==> src/rtl/decoder38_scan.sv <==
// Registered 3-to-8 decoder with active-low one-hot selects, 74x138-style enables,
// and an auto-scan mode that steps the address every SCAN_DIV cycles with leading blanking.
module decoder38_scan #(
    parameter int SCAN_DIV  = 50000,
    parameter int BLANK_CYC = 2,
    parameter int DIV_W     = 16
) (
    input  logic       iClk,
    input  logic       iRst_n,
    input  logic [2:0] iData,
    input  logic       iG1,
    input  logic       iG2A_n,
    input  logic       iG2B_n,
    input  logic       iMode,
    output logic [7:0] oData,
    output logic [2:0] oAddr,
    output logic       oStep,
    output logic       oEO
);

    typedef enum logic [1:0] {
        IDLE   = 2'd0,
        MANUAL = 2'd1,
        SCAN   = 2'd2
    } state_e;

    localparam logic [DIV_W-1:0] CNT_LAST = DIV_W'(SCAN_DIV - 1);
    localparam logic [DIV_W-1:0] BLANK_L  = DIV_W'(BLANK_CYC);

    state_e           state_q, state_d;
    logic [DIV_W-1:0] cnt_q, cnt_d;
    logic [2:0]       addr_q, addr_d;
    logic [7:0]       data_q, data_d;
    logic             step_q, step_d;
    logic             eo_q, eo_d;
    logic             en;

    assign en = iG1 & ~iG2A_n & ~iG2B_n;

    always_ff @(posedge iClk or negedge iRst_n) begin
        if (!iRst_n) begin
            state_q <= IDLE;
            cnt_q   <= '0;
            addr_q  <= 3'd0;
            data_q  <= 8'hFF;
            step_q  <= 1'b0;
            eo_q    <= 1'b1;
        end else begin
            state_q <= state_d;
            cnt_q   <= cnt_d;
            addr_q  <= addr_d;
            data_q  <= data_d;
            step_q  <= step_d;
            eo_q    <= eo_d;
        end
    end

    // Outputs are computed from the next-cycle cnt/addr so they land in the same register stage.
    always_comb begin
        state_d = IDLE;
        cnt_d   = cnt_q;
        addr_d  = addr_q;
        data_d  = 8'hFF;
        step_d  = 1'b0;
        eo_d    = 1'b1;
        if (!en) begin
            state_d = IDLE;
        end else if (!iMode) begin
            state_d = MANUAL;
            cnt_d   = '0;
            addr_d  = iData;
            data_d  = ~(8'h01 << iData);
            eo_d    = 1'b0;
        end else begin
            state_d = SCAN;
            if (state_q != SCAN) begin
                cnt_d  = '0;
                addr_d = 3'd0;
            end else if (cnt_q == CNT_LAST) begin
                cnt_d  = '0;
                addr_d = addr_q + 3'd1;
                step_d = 1'b1;
            end else begin
                cnt_d = cnt_q + 1'b1;
            end
            if (cnt_d >= BLANK_L) begin
                data_d = ~(8'h01 << addr_d);
                eo_d   = 1'b0;
            end
        end
    end

    assign oData = data_q;
    assign oAddr = addr_q;
    assign oStep = step_q;
    assign oEO   = eo_q;

endmodule
==> config.mk <==
export PLATFORM = sky130hd
export DESIGN_NAME = decoder38_scan
export DESIGN_NICKNAME = d
export VERILOG_FILES = /design/src/rtl/decoder38_scan.sv
export SDC_FILE = /design/constraint.sdc
export NUM_CORES = 1
export LEC_CHECK = 0
export ABC_AREA = 0
export CAP_MARGIN = 25
export CELL_PAD_IN_SITES_DETAIL_PLACEMENT = 1
export CELL_PAD_IN_SITES_GLOBAL_PLACEMENT = 2
export CORE_MARGIN = 3
export CORE_UTILIZATION = 39
export CTS_BUF_LIST = sky130_fd_sc_hd__clkbuf_8
export DETAILED_ROUTE_END_ITERATION = 10
export GPL_TIMING_DRIVEN = 1
export PLACE_DENSITY_LB_ADDON = 0.25
export SLEW_MARGIN = 20
export SYNTH_ARGS = -nofsm -noshare
export SYNTH_HDL_FRONTEND = slang
export SYNTH_SLANG_ARGS = --single-unit
==> constraint.sdc <==
create_clock -name iClk -period 3.9 [get_ports iClk]
set_input_delay 0.78 -clock iClk [delete_from_list [all_inputs] [get_ports iClk]]
set_output_delay 0.78 -clock iClk [all_outputs]
set_load 0.1 [all_outputs]
-- After elaboration in Yosys (flattened, before gate mapping)
Cells that the tools add are included.
- flip-flop bits (word level): 31
- input port bits: 9
- add/sub/neg operators: 2
- $lt $le $gt $ge: 1
- equality and inequality tests: 2
- shift-type cells: 2
- multiplexer cells: 22
- bitwise gates (word level): 6
- operator list (kind ; count):
    $mux 16 ; 5
    $mux 8 ; 3
    $add 16x1->16 const B ; 1
    $eq 16x16->1 const B ; 1
    $ge 16x2->1 const B ; 1
    $not 8->8 ; 2
    $shl 1x3->8 const A ; 2
    $mux 3 ; 5
    $mux 1 ; 7
    $mux 2 ; 2
    $add 3x1->3 const B ; 1
    $and 1x1->1 ; 2
    $ne 2x2->1 const B ; 1
    $not 1->1 ; 2

-- Logic depth before layout (Yosys ltp)
- word-level depth: 10
- gate-level depth with buffers: 8

-- Worst setup path after synthesis
Ideal clock, no wire load.
- kind: input port to flip-flop
- from: in iG2A_n
- to: reg data_q[1] (netlist: oData[1])
- library setup time: 0.093 ns
- arrival: 2.044 ns
- required time: 3.807 ns
- setup slack: 1.764 ns
- stages: 5
- buffers on the path: 1
- cell sequence: or3b_1 > buf_2 > or2_1 > nor4b_1 > a31oi_1
- word-level cells in the longest chain between the ends: 4
- RTL lines (item ; line ; text):
    from (decl) ; 12 ; input logic iG2A_n,
    $not 1->1 ; 38 ; assign en = iG1 & ~iG2A_n & ~iG2B_n;
    $and 1x1->1 (2 in series) ; 38 ;
    $mux 8 ; 66 ; if (!en) begin
    net data_d[1] ; 33 ; logic [7:0] data_q, data_d;
    to (signal assigned) ; 52 ; data_q <= data_d;
    to (decl) ; 33 ;
The timed path passes the listed nets, and every way through them passes these cells.
A chain may end at the register's enable or synchronous reset.

-- Worst setup path after layout
- from: in iG1
- to: reg data_q[6] (netlist: oData[6])
- word-level cells in the longest chain between the ends: 3
- RTL lines (item ; line ; text):
    from (decl) ; 11 ; input logic iG1,
    $and 1x1->1 (2 in series) ; 38 ;
    $mux 8 ; 66 ;
    net data_d[6] ; 33 ;
The timed path passes the listed nets, and every way through them passes these cells.

==> metrics <==
pwr/cell area 355 nW/µm²; Commonest cells post-synth dfrtp_1 (22), nand2_1 (19), nor2_1 (17), o21ai_0 (14), a31oi_1 (10); worst slew pin tran 0.990 ns; min Tclk post-route 2.87 ns; WL met1 2520 µm; Root Buffer clkbuf_8; critical path class in -> reg; synthesis warning total 0; switching share of power 28.0%; H-tree depth 2; critical path cell sequence clkdlybuf4s50_1 > or3b_1 > nor2_2 > nand2_2 > nor3b_1 > a31oi_1; DRC 0; # diodes 0; DR WL/cell 19.6 µm; hold_ws 0.484 ns; DRT iter0 DRCs 143; IO Pins 22; Sw Pwr 222 µW; number of synthesized flops with an enable pin 0; mean area per synthesized cell 9.35 µm²; Global Route Usage Sum 21.9%; Worst Path Buf+Inv 1; fin crit share 73.6%; Crit Reg-Reg Endpoint oData[2]; crit end category flop; pin count of the biggest net entering global routing 25; first-pass GRT wire length 9470 µm; vias in the first global route 1,816; die height 75.6 µm; CTS Sinks 31; ranking of synthesized cells by area dfrtp_1 (29%), dfstp_2 (13%), nand2_1 (3.8%); Synth top area share 29.1%; Max-Cap Viols 0; initial antenna violation count 0; Peak supply drop 0.184 mV; Synth area leader dfrtp_1; met3 WL 171 µm; Syn Std Cell Area 1890 µm²; post-detail-place hpwl 3950 µm; Worst path slowest cell or3b_1; FF-to-FF Start cnt_q[0]; final count of pins violating max slew 0; CTS Buf Count 5; Max-Slew Margin vs Limit 33.8%; gpl congestion 0.958; Post-CTS Setup Inserts 0; post-synthesis sequential area ratio 41.7%; Clock Skew 0.00526 ns; hold violation count in the final report 0; post-synthesis cell type count 55; Hold/Removal Path Class in -> async; outcome finished clean; core area 4500 µm²; crit path max fanout 19; Clock power frac 41.9%; Die W 75.6 µm; clk slew on worst S/H paths 0.07 ns; Final #Nets 234; final setup violating endpoints 0; reg2reg setup slack 1.60 ns; Mapped Nets 213; vias post-DR 1,700; main flop type after synthesis dfrtp_1; met2 WL 2630 µm; die area 5720 µm²; Synth Register Bits 31; part of the power in registers 43.4%; Worst path max stage delay 0.63 ns; share of layout cells above drive strength 1 16.5%; DR pass1 iterations 4; cells after synthesis 202; post-route ant nets 0; Worst EP arrival 3.06 ns; cell row count 24; CTS Buffer Depth 2; Setup crit start kind input pin; Top Layer Used met4; IO Port Bufs 21; Filler cells 533; Clock Latency Late Sink 0.28 ns; Area growth, synth to finish 18.0%; hold_buf cts 0; count leader, synth dfrtp_1; Pleak 0.841 nW; Cell Int Power 570 µW; R2R depth 6; total wire length 5400 µm; Via-to-Cell Ratio 6.16; starting density of the core 41.9%; worst path required time 4.09 ns; Gate power share 14.7%; CTS tree yes; kind of cell adding the most delay to the critical path simple AND/OR/NAND/NOR gates; RSZ-0062 raised after global routing no; maximum clock frequency 348 MHz; Congestion Overflow GR 0; Async S/R FF share, synth 100%; PostCTS Resize Cnt 0; setup TNS 0 ns
-- power by group through the flow --
| stage | Combinational, mW | Clock (mW) | Sequential (mW) |
|---|---|---|---|
| after floorplan | 0.0229 | 0 | 0.401 |
| after global placement | 0.115 | 0 | 0.349 |
| after detailed placement | 0.117 | 0 | 0.349 |
| after CTS | 0.118 | 0.338 | 0.343 |
| after global routing | 0.123 | 0.355 | 0.345 |
| final | 0.116 | 0.331 | 0.344 |
-- logic make-up (layout without fill, tap and decap cells) --
logic type      Yosys count  in the layout  synth area share, %
flops                    31             31                 41.7
buf+inv                  12             34                 3.91
compound gates           56             56                 19.3
simple gates             98             98                 32.4
fa+ha+maj                 2              2                 1.32
xor+xnor                  3              3                 1.39
-- per-layer routing --
| metal | vias up | GRT usage, % |
|---|---|---|
| li1 | 803 | - |
| met1 | 850 | 31.8 |
| met2 | 36 | 33.3 |
| met3 | 11 | 4.09 |
| met4 | 0 | 6.41 |
| met5 | - | 0 |
-- layout by cell type (no fill, tap or decap), drive strengths merged, types with 4 or more instances in the layout --
| master | instances |
|---|---|
| dfstp | 9 |
| or3 | 5 |
| nor3b | 5 |
| nand3 | 9 |
| clkbuf | 6 |
| a31oi | 10 |
| dfrtp | 22 |
| o31ai | 7 |
| nor4b | 4 |
| a21oi | 5 |
| clkdlybuf4s50 | 20 |
| nand2 | 21 |
| nand4 | 9 |
| nor3 | 7 |
| nor2 | 20 |
| o21ai | 21 |
-- worst max path at each step --
| stage | from | endpoint | slack (ns) | cells after the start |
|---|---|---|---|---|
| floorplan | iG2A_n | oData[1] | 1.76 | 5 |
| global placement | iG1 | oData[3] | 0.90 | 5 |
| detailed placement | iG1 | oData[6] | 0.83 | 6 |
| CTS | iG1 | oData[6] | 1.04 | 6 |
| global route | iG1 | oData[6] | 0.86 | 6 |
| finish | iG1 | oData[6] | 1.03 | 6 |
-- state kept, by name, indices dropped and copies added, names as in the netlist --
register  flops
oStep         1
oData         8
cnt_q        16
oAddr         3
state_q       2
oEO           1
-- area by class of cell --
class	count	area, µm²	share of cell area (%)
clock inverter	2	35.0	1.57
clock buffer	6	82.6	3.70
tap	52	65.1	2.92
timing repair buffer	23	220	9.88
multi-input combinational	159	1030	46.1
inverter	3	11.3	0.505
sequential	31	787	35.3
-- stage by stage --
step	utilization (%)	setup slack [ns]	area, µm²	power [mW]	cells
3_5_place_dp	46.9	0.831	2110	0.466	268
4_1_cts	49.5	1.04	2230	0.799	276
6_report	49.5	1.03	2230	0.791	276
5_1_grt	49.5	0.865	2230	0.823	276
3_3_place_gp	47.0	0.896	2120	0.464	268
2_1_floorplan	-	1.76	1890	0.423	202
Power figures use the tool's default switching activity.
